<file path="src/rtl/mlp_arb_pkg.sv">
// Shared types and constants for the MLP accelerator's 5-way request arbiter.
package mlp_arb_pkg;

   localparam int NumReq = 5;

   typedef logic [2:0] grant_t;

   localparam grant_t GrantNone = 3'b111;

   typedef enum logic {ST_IDLE, ST_BUSY} arb_state_e;

   // Round-robin successor of a granted index, wrapping 4 -> 0.
   function automatic grant_t next_ptr(input grant_t g);
      return (g == grant_t'(NumReq - 1)) ? '0 : g + 3'd1;
   endfunction

endpackage

</file>
<file path="src/rtl/rr_pick5.sv">
// Combinational rotating-priority picker: first eligible index scanning ptr, ptr+1, ... mod 5.
module rr_pick5
   import mlp_arb_pkg::*;
(
   input  logic [NumReq-1:0] elig,
   input  grant_t            ptr,
   output logic              found,
   output grant_t            idx
);

   // Scan from the farthest offset down so the offset closest to ptr is written last and wins.
   always_comb begin
      found = 1'b0;
      idx   = '0;
      for (int k = NumReq - 1; k >= 0; k--) begin
         if (elig[(int'(ptr) + k) % NumReq]) begin
            found = 1'b1;
            idx   = grant_t'((int'(ptr) + k) % NumReq);
         end
      end
   end

endmodule

</file>
<file path="src/rtl/mux5_rr_arbiter.sv">
// Round-robin arbiter sharing one valid/ready channel among 5 requesters, with burst lock and overflow flag.
module mux5_rr_arbiter
   import mlp_arb_pkg::*;
#(
   parameter  int DWidth   = 32,
   parameter  int MaxBeats = 256,
   localparam int CntWidth = $clog2(MaxBeats + 1)
) (
   input  logic                       clk,
   input  logic                       rst,
   input  logic [NumReq-1:0]          req_valid_i,
   input  logic [NumReq-1:0]          req_last_i,
   input  logic [NumReq*DWidth-1:0]   req_data_i,
   input  logic [NumReq-1:0]          req_mask_i,
   output logic [NumReq-1:0]          req_ready_o,
   output logic                       out_valid_o,
   output logic                       out_last_o,
   output logic [DWidth-1:0]          out_data_o,
   input  logic                       out_ready_i,
   output grant_t                     grant_o,
   output logic                       busy_o,
   output logic                       err_o,
   input  logic                       err_clr_i
);

   arb_state_e          state, state_d;
   grant_t              grant, grant_d;
   grant_t              ptr, ptr_d;
   logic [CntWidth-1:0] cnt, cnt_d;
   logic                err, err_d;
   logic                pick_found;
   grant_t              pick_idx;
   logic                xfer;

   rr_pick5 u_pick (
      .elig  (req_valid_i & req_mask_i),
      .ptr   (ptr),
      .found (pick_found),
      .idx   (pick_idx)
   );

   // 5:1 data/handshake mux; GrantNone selects nothing, so idle outputs fall to zero.
   always_comb begin
      out_valid_o = 1'b0;
      out_last_o  = 1'b0;
      out_data_o  = '0;
      req_ready_o = '0;
      for (int i = 0; i < NumReq; i++) begin
         if (grant == grant_t'(i)) begin
            out_valid_o    = req_valid_i[i];
            out_last_o     = req_last_i[i];
            out_data_o     = req_data_i[i*DWidth +: DWidth];
            req_ready_o[i] = out_ready_i;
         end
      end
   end

   assign xfer = out_valid_o & out_ready_i;

   always_comb begin
      state_d = state;
      grant_d = grant;
      ptr_d   = ptr;
      cnt_d   = cnt;
      err_d   = err & ~err_clr_i;
      unique case (state)
         ST_IDLE: begin
            if (pick_found) begin
               state_d = ST_BUSY;
               grant_d = pick_idx;
               cnt_d   = '0;
            end
         end
         ST_BUSY: begin
            if (xfer && out_last_o) begin
               state_d = ST_IDLE;
               grant_d = GrantNone;
               ptr_d   = next_ptr(grant);
            end else if (xfer) begin
               // Overflow is flagged but the grant is kept until the requester's own last beat.
               if (cnt == CntWidth'(MaxBeats - 1)) begin
                  err_d = 1'b1;
               end
               if (cnt != CntWidth'(MaxBeats)) begin
                  cnt_d = cnt + 1'b1;
               end
            end
         end
         default: state_d = ST_IDLE;
      endcase
   end

   always_ff @(posedge clk or posedge rst) begin
      if (rst) begin
         state <= ST_IDLE;
         grant <= GrantNone;
         ptr   <= '0;
         cnt   <= '0;
         err   <= 1'b0;
      end else begin
         state <= state_d;
         grant <= grant_d;
         ptr   <= ptr_d;
         cnt   <= cnt_d;
         err   <= err_d;
      end
   end

   assign grant_o = grant;
   assign busy_o  = (state == ST_BUSY);
   assign err_o   = err;

endmodule

</file>
<file path="config.mk">
export PLATFORM = sky130hd
export DESIGN_NAME = mux5_rr_arbiter
export DESIGN_NICKNAME = d
export VERILOG_FILES = /design/src/rtl/mlp_arb_pkg.sv /design/src/rtl/rr_pick5.sv /design/src/rtl/mux5_rr_arbiter.sv
export SDC_FILE = /design/constraint.sdc
export NUM_CORES = 1
export LEC_CHECK = 0
export CAP_MARGIN = 30
export CORE_MARGIN = 3
export CORE_UTILIZATION = 43
export CTS_BUF_LIST = sky130_fd_sc_hd__clkbuf_8
export CTS_CLUSTER_DIAMETER = 60
export DETAILED_ROUTE_END_ITERATION = 8
export GPL_TIMING_DRIVEN = 0
export PLACE_DENSITY = 0.89
export SLEW_MARGIN = 20
export SYNTH_ARGS = -nofsm -noshare
export SYNTH_HDL_FRONTEND = slang
export SYNTH_HIERARCHICAL = 1
export SYNTH_SLANG_ARGS = --single-unit
</file>
<file path="constraint.sdc">
create_clock -name clk -period 10 [get_ports clk]
set_input_delay 1.5 -clock clk [delete_from_list [all_inputs] [get_ports clk]]
set_output_delay 1.5 -clock clk [all_outputs]
set_load 0.05 [all_outputs]
</file>
; ---- After elaboration in Yosys (flattened, before gate mapping)
; Index checks and enable logic that the tools add are counted.
[word_totals]
regBits = 17
input_bits = 179
word_cells = 103
[op_classes]
addsub = 6
div = 5
n_lt_le_gt_ge = 5
eq_ne = 11
n_mux = 61
n_bitwise = 5
reduce_logical = 5
[ops]
columns = op, n
row1 = $lt A32 B5 Y1 const B, 5
row2 = $mux W32, 5
row3 = $mod A32 B4 Y32 const B, 4
row4 = $mux W1, 36
row5 = $mux W9, 4
row6 = $mod A4 B4 Y32 const B, 1
row7 = $mux W3, 8
row8 = $pmux W9 S2, 1
row9 = $bmux W1 S3, 5
row10 = $add A9 B1 Y9 const B, 1
row11 = $eq A9 B8 Y1 const B, 1
row12 = $ne A9 B9 Y1 const B, 1
row13 = $add A3 B2 Y4 const B, 2
row14 = $eq A3 B2 Y1 const B, 2
row15 = $ne A2 B1 Y1 const B, 3
row16 = $pmux W3 S2, 1
row17 = $and A5 B5 Y5, 1
row18 = $add A3 B1 Y4 const B, 1
row19 = $add A3 B3 Y4 const B, 1
row20 = $ne A2 B2 Y1 const B, 2
row21 = $reduce_and A2 Y1, 2
row22 = $reduce_and A4 Y1, 1
row23 = $add A3 B1 Y3 const B, 1
row24 = $eq A3 B1 Y1 const B, 1
row25 = other kinds (6), 8

; ---- Logic depth before layout (Yosys ltp)
; Gate-level depths: netlist of run 1.
[logic_depth]
ltp_word = 12
depth_mapped = 19
ltp_nobuf = 17

; ---- Cells and area by module
; Netlist of run 1, hierarchy kept.
[by_module_without_submodules]
columns = module, n_inst, cells_per_inst, area_each_um2
row1 = mux5_rr_arbiter, 1, 360, 2376.0
row2 = rr_pick5, 1, 193, 1355.0

; ---- Least setup slack after synthesis of run 1
; Ideal clock, no wire load.
[synth_timing]
path_type = register -> output
startpoint = register grant[1], in the netlist grant_o[1]
endpoint = output port out_data_o[10]
arrival_ns = 3.122
t_required_ns = 8.500
slack_ns = 5.378
path_stages_with_launch = 9
path_cell_list = dfstp_2 > inv_1 > ha_1 > nor3b_1 > clkbuf_1 > a221oi_1 > nor3_1 > a21oi_1 > o21ai_0
[synth_via]
elab_chain_cells = 6
elab_cells_between_ends = 10
classes_between = eq/ne: 4 / mux: 5 / reduce/logical: 1
[synth_lines]
columns = element, line
row1 = start: declaration, mux5_rr_arbiter.sv:27  ; grant_t grant, grant_d;
row2 = start signal: assignment, mux5_rr_arbiter.sv:96  ; grant <= GrantNone;
row3 = start signal: assignment, mux5_rr_arbiter.sv:102  ; grant <= grant_d;
row4 = $logic_not A3 Y1, mux5_rr_arbiter.sv:49  ; if (grant == grant_t'(i)) begin
row5 = $mux W32 (4 in series), mux5_rr_arbiter.sv:49
row6 = $mux W32 *, mux5_rr_arbiter.sv:49
row7 = end: declaration, mux5_rr_arbiter.sv:18  ; output logic [DWidth-1:0] out_data_o,
; Mark *: on every way between the ends. The rest lies on a longest branch, timed or not.

; ---- Final worst setup path of run 1
[layout_timing]
startpoint = input port req_last_i[0]
endpoint = output port out_last_o
[layout_via]
elab_chain_cells = 5
[layout_lines]
columns = element, line
row1 = start: declaration, mux5_rr_arbiter.sv:12  ; input logic [NumReq-1:0] req_last_i,
row2 = $mux W1 (5 in series), mux5_rr_arbiter.sv:49
row3 = end: declaration, mux5_rr_arbiter.sv:17  ; output logic out_last_o,
; Every way passes these cells.

==> results.tsv, run 1 <==
stage	metric	value	unit
clocking	cts_buffer_depth	2	
synth	synthesis.instances	553	
final_layout	fill_cells	686	
power	irDropWorstVdd	0.2764	mV
timing	fin_crit	5.484	ns
clocking	cts-root-buf	clkbuf_8	
timing	whs	0.5511	ns
worst_hold_path	hold_depth	2	
job	max-cap-violations	0	
place	io_buffers	222	
final_layout	drive_above_1_share	3.979	%
worst_setup_path	setup.worst_path.end_class	primary output	
power	switching_power	1.283	mW
global_routing	overflow	0	
global_routing	grt_pass1_vias	5111	
synth	syn_area	3731	um^2
place	place_area	6085	um^2
drt	first_iter_violations	310	
power	p_int	0.8209	mW
timing	slew_viol_final	0	
clocking	tritoncts	yes	
worst_setup_path	cp_top_family	buffers and inverters	
timing	rsz0062_at_grt	no	
final_layout	num_antenna_cells	0	
clocking	cts_hold_buf	0	
synth	ys_seq_area_share	11.50	%
final_layout	final_nets	985	
floorplan	die_w	99.15	um
final_layout	multi_input_area	3003	um^2
synth	synth_warnings	6	
timing	finalClockSkew	0.003487	ns
timing	setup_violations	0	
synth	synth_edf_count	0	
clocking	numCtsBuffers	3	
synth	synth-async-reset-ratio	100.0	%
worst_setup_path	cp_cell_sequence	clkdlybuf4s50_1 > nand3b_1 > a211o_1 > a221oi_4 > buf_2 > clkdlybuf4s50_1	
final_layout	post-route-util	73.49	%
worst_setup_path	cp_max_fo	10	
clocking	htree_levels	1	
synth	synth_seq_cells	17	
drt	drc	0	
power	clock_power_share	2.4	%
floorplan	design.core.area	8341	um^2
global_routing	antenna_found_initial	0	
clocking	cts_resized	0	
power	swShare	60.97	%
worst_setup_path	path_depth	6	
floorplan	die_h	99.15	um
synth	postSynthAreaPerCell	6.747	um^2
clocking	post_cts_buffers	0	
place	dp.cells	880	
clocking	clock-sinks	17	
floorplan	io_pins	223	
worst_setup_path	cp_common_cell	clkdlybuf4s50_1	
power	power	2.103	mW
place	dpl.hpwl	13.64	mm
synth	yosysTopAreaCell	dfrtp_1	
global_routing	grt_pass1_wl	26.21	mm
drt	post_drt_wl_per_cell	19.04	um
clocking	path_clk_slew	0.07	ns
synth	synthDistinctLibCells	71	
drt	vias	5338	
timing	worstMarginPinSlew	0.7924	ns
worst_setup_path	cp.required	8.50	ns
power	power_leakage	2.317	nW
synth	synth_top_area_share	9.390	%
timing	fin_setup_tns	0	ns
final_layout	area_growth	64.29	%
global_routing	grt_max_degree	18	
worst_setup_path	r2r_cells	16	
worst_setup_path	critPathSlowestCell	clkdlybuf4s50_1	
worst_setup_path	cp_num_buf_inv	3	
timing	setup_slack	4.516	ns
place	pre_cts_ws	4.560	ns
synth	synthTopCellsByArea	dfrtp_1, ha_1, a221oi_1	
final_layout	regArea	429.2	um^2
timing	min_period_over_period	54.84	%
synth	synth_common_cells	nand2_1, nor2_1, a21oi_1	
clocking	insertion_delay	0.26	ns
drt	wirelength	16.83	mm
drt	via_per_inst	6.038	
worst_hold_path	hp-class	register to register	
timing	hold_violations	0	
synth	synthMostInstantiatedCell	nand2_1	
floorplan	start_util	44.73	%
synth	ys.flop_type	dfrtp_1	
worst_setup_path	critical_path_class	input port to primary output	
power	powerDensity	343.2	nW/um^2
synth	syn-num-nets	758	
final_layout	final_cells	884	
power	combPwrFrac	91.2	%
drt	antenna_left	0	
worst_setup_path	slowest_delay	0.84	ns
floorplan	die_area	9831	um^2
drt	firstDrtPassIters	5	
global_routing	grt_usage	32.45	%
worst_setup_path	arrival	3.98	ns
floorplan	row_count	33	
timing	fmax	182.4	MHz
place	gp_congestion	1.021	
outcome	status	finished clean	
worst_setup_path	critPathLaunchType	input port	
power	seq_power_share	6.4	%
final_layout	final_cell_area	6130	um^2
timing	relSlewSlack	47.17	%
placed cells by master (no fill, tap or decap), types with 13 or more instances in the layout:
| cell | netlist | layout |
|---|---|---|
| inv_1 | 32 | 33 |
| nor2_1 | 54 | 54 |
| nand2_1 | 56 | 56 |
| dfrtp_1 | 14 | 14 |
| clkbuf_1 | 35 | 35 |
| and2_1 | 13 | 13 |
| a21oi_1 | 48 | 48 |
| o21ai_0 | 46 | 46 |
| nor3_1 | 38 | 38 |
| a221oi_1 | 32 | 32 |
| ha_1 | 26 | 26 |
| clkdlybuf4s50_1 | 0 | 222 |
kinds of logic (layout without fill, tap and decap cells):
kind of cell	count (synthesis)	after routing	share of synthesized area [%]
simple gates	216	216	28.40
mux	19	19	6.304
buf+inv	75	301	8.015
xor+xnor	7	7	1.643
fa+ha+maj	27	27	8.987
compound gates	192	192	35.14
flops	17	17	11.50
power groups by stage:
stage / clock network [mW] / registers [mW] / logic [mW]
floorplan: 0 / 0.147 / 1.31
global placement: 0 / 0.131 / 1.84
detailed placement: 0 / 0.133 / 1.89
CTS: 0.0524 / 0.132 / 1.90
global route: 0.0553 / 0.138 / 2.06
finish: 0.0515 / 0.134 / 1.92
sequential cells by signal, indices dropped and copies added, names as in the netlist:
signal,flops
busy_o,1
err_o,1
grant_o,3
ptr,3
cnt,9
layer usage:
metal	GRT usage, %	wire [um]
met5	0	0
met4	9.664	576
met3	5.750	1503
met2	56.71	8219
met1	40.69	6528
worst min-delay path: cells and delay by family, from the launching register on:
family | cells | cell delay, ns
flip-flops | 1 | 0.38
AO/OA/AOI/OAI | 1 | 0.08
buffers and inverters | 1 | 0.05
final timing paths:
path                                    startpoint                     end  slack (ns)
min in group asynchronous                      rst      cnt[7]$_DFFE_PP0P_        1.64
worst min register to register     err_o$_DFF_PP0_         err_o$_DFF_PP0_        0.55
worst max-delay path                 req_last_i[0]              out_last_o        4.52
max in group asynchronous                      rst      cnt[4]$_DFFE_PP0P_        7.93
worst max register to register  ptr[1]$_DFFE_PP0P_  grant_o[2]$_DFFE_PP1P_        4.90
worst min-delay path               err_o$_DFF_PP0_         err_o$_DFF_PP0_        0.55
layout make-up:
type | instances | share of cell area (%)
buffer | 42 | 2.858
clock buffer | 3 | 0.6736
clock inverter | 1 | 0.06124
inverter | 33 | 2.021
multi-input combinational | 461 | 48.99
sequential | 17 | 7.001
tap | 105 | 2.143
timing repair buffer | 222 | 36.25
(Power assumes the default switching activity.)
==> run 2, diff against run 1 <==
--- a/config.mk
+++ b/config.mk
@@ -7,12 +7,12 @@
 export LEC_CHECK = 0
 export CAP_MARGIN = 30
 export CORE_MARGIN = 3
-export CORE_UTILIZATION = 43
+export CORE_UTILIZATION = 36
 export CTS_BUF_LIST = sky130_fd_sc_hd__clkbuf_8
 export CTS_CLUSTER_DIAMETER = 60
 export DETAILED_ROUTE_END_ITERATION = 8
 export GPL_TIMING_DRIVEN = 0
-export PLACE_DENSITY = 0.89
+export PLACE_DENSITY = 0.79
 export SLEW_MARGIN = 20
 export SYNTH_ARGS = -nofsm -noshare
 export SYNTH_HDL_FRONTEND = slang
==> constraint.sdc (replaced) <==
create_clock -name clk -period 4.39 [get_ports clk]
set_input_delay 0.6585 -clock clk [delete_from_list [all_inputs] [get_ports clk]]
set_output_delay 0.6585 -clock clk [all_outputs]
set_load 0.05 [all_outputs]
==> results.tsv, run 2 (same netlist as run 1, synthesis figures left out) <==
stage	metric	value	unit	change
worst_setup_path	arrival	3.56	ns	was 3.98 ns
worst_setup_path	cp.required	3.73	ns	was 8.50 ns
floorplan	die_area	11620	um^2	was 9831 um^2
power	powerDensity	791.3	nW/um^2	was 343.2 nW/um^2
global_routing	grt_pass1_vias	5084		was 5111
final_layout	area_growth	67.10	%	was 64.29%
global_routing	grt_max_degree	18		unchanged
clocking	cts_hold_buf	0		unchanged
timing	hold_violations	0		unchanged
timing	setup_violations	0		unchanged
worst_setup_path	r2r-start	ptr[1]$_DFFE_PP0P_		unchanged
final_layout	layout_commonest_cell	clkdlybuf4s50_1		unchanged
worst_hold_path	hold_end	err_o$_DFF_PP0_		unchanged
worst_setup_path	reg2reg_slack	0.19	ns	was 4.90 ns
timing	whs	0.5504	ns	was 0.5511 ns
clocking	numCtsBuffers	3		unchanged
place	gp_congestion	0.9725		was 1.021
final_layout	top_register	cnt		unchanged
timing	worstMarginPinSlew	0.6683	ns	was 0.7924 ns
worst_setup_path	r2r_cells	17		was 16
global_routing	antenna_found_initial	0		unchanged
worst_setup_path	reg2reg_to	grant_o[1]$_DFFE_PP1P_		was grant_o[2]$_DFFE_PP1P_
final_layout	drive_above_1_share	5.769	%	was 3.979%
worst_setup_path	cp_max_fo	10		unchanged
drt	antenna_left	0		unchanged
timing	finalClockSkew	0.002254	ns	was 0.003487 ns
floorplan	die_h	107.8	um	was 99.15 um
worst_setup_path	critical_path_class	register to primary output		was input port to primary output
global_routing	overflow	0		unchanged
clocking	cts_buffer_depth	2		unchanged
final_layout	final_nets	986		was 985
clocking	path_clk_slew	0.07	ns	about the same
drt	wirelength	17.15	mm	was 16.83 mm
floorplan	start_util	37.65	%	was 44.73%
floorplan	die_w	107.8	um	was 99.15 um
power	power_leakage	2.383	nW	was 2.317 nW
place	dpl.hpwl	13.62	mm	was 13.64 mm
clocking	insertion_delay	0.26	ns	about the same
final_layout	largest_reg_flops	9		unchanged
power	power	4.933	mW	was 2.103 mW
drt	firstDrtPassIters	5		unchanged
drt	vias	5401		was 5338
global_routing	grt_pass1_wl	26.05	mm	was 26.21 mm
clocking	tritoncts	yes		unchanged
worst_setup_path	critPathLaunchType	register		was input port
job	max-cap-violations	0		unchanged
outcome	status	finished clean		unchanged
clocking	clock-sinks	17		unchanged
worst_hold_path	hold_depth	2		unchanged
floorplan	design.core.area	9910	um^2	was 8341 um^2
drt	via_per_inst	5.916		was 6.038
final_layout	mostFrequentLayoutCells	clkdlybuf4s50_1, nand2_1, nor2_1, a21oi_1, o21ai_0		unchanged
floorplan	row_count	36		was 33
global_routing	grt_usage	27.36	%	was 32.45%
final_layout	num_antenna_cells	0		unchanged
timing	fmax	237.3	MHz	
worst_hold_path	hp-class	register to register		unchanged
timing	min_period_over_period	95.98	%	
clocking	cts-root-buf	clkbuf_8		unchanged
timing	relSlewSlack	55.40	%	was 47.17%
floorplan	io_pins	223		unchanged
drt	first_iter_violations	466		was 310
timing	fin_crit	4.214	ns	
final_layout	post-route-util	62.92	%	was 73.49%
worst_hold_path	min_from	err_o$_DFF_PP0_		unchanged
clocking	htree_levels	1		unchanged
final_layout	fill_cells	890		was 686
drt	post_drt_wl_per_cell	18.78	um	was 19.04 um
timing	slew_viol_final	0		unchanged
place	io_buffers	222		unchanged
power	irDropWorstVdd	0.7578	mV	was 0.2764 mV
final_layout	multi_input_area	3042	um^2	was 3003 um^2
worst_setup_path	setup.worst_path.end_class	primary output		unchanged
drt	drc	0		unchanged
final_layout	regArea	431.7	um^2	was 429.2 um^2
==> run 2: power breakdown <==
part	switching (mW)	internal [mW]
logic	2.86	1.65
clock network	0.0575	0.0623
registers	0.0829	0.222
==> run 2: critical path, stage by stage, from the launching register on <==
cell,delay [ns]
dfstp_2,0.58
ha_1,0.34
nor2b_1,0.17
clkbuf_1,0.25
clkbuf_1,0.42
a221oi_1,0.17
nor3_1,0.26
a21oi_1,0.08
o21ai_0,0.18
clkdlybuf4s50_1,0.84
==> run 2: how the worst max path moves through the flow <==
stage | from | end
6_report | grant_o[0]$_DFFE_PP1P_ | out_data_o[26]
5_1_grt | grant_o[0]$_DFFE_PP1P_ | out_data_o[27]
4_1_cts | ptr[0]$_DFFE_PP0P_ | grant_o[2]$_DFFE_PP1P_
3_5_place_dp | ptr[1]$_DFFE_PP0P_ | grant_o[2]$_DFFE_PP1P_
3_3_place_gp | ptr[1]$_DFFE_PP0P_ | grant_o[2]$_DFFE_PP1P_
2_1_floorplan | ptr[1]$_DFFE_PP0P_ | grant_o[2]$_DFFE_PP1P_
==> run 2: final cells by class <==
class,count,share of cell area [%]
clock inverter,1,0.06020
clock buffer,3,0.6623
timing repair buffer,224,36.00
multi-input combinational,461,48.79
tap,133,2.669
inverter,33,2.087
buffer,41,2.810
sequential,17,6.924
==> run 2: routing by layer <==
metal	GRT usage, %	vias to the layer above	wire length (um)	share of wire, %
li1	-	2523	-	-
met1	35.53	2534	7111	41
met2	47.96	308	8455	49
met3	3.659	36	1283	7.5
met4	6.132	0	297	1.7
met5	0	-	0	0
==> run 2: stage by stage <==
stage	TNS [ns]	worst slack [ns]	instances	area (um^2)
final	0	0.1763	913	6235
after global routing	-0.001113	-0.001113	913	6235
after CTS	0	0.009266	912	6176
after detailed placement	-3.273	-0.4274	908	6120
after global placement	-1.731	-0.3377	908	6120
after floorplan	0	0.3115	553	3731
==> run 2: repair_timing <==
item	in CTS	in global routing
setup buffers	1	1
gates resized for setup	3	18
pin swaps	1	1
gates cloned	0	0
endpoints found under the setup margin	12	42
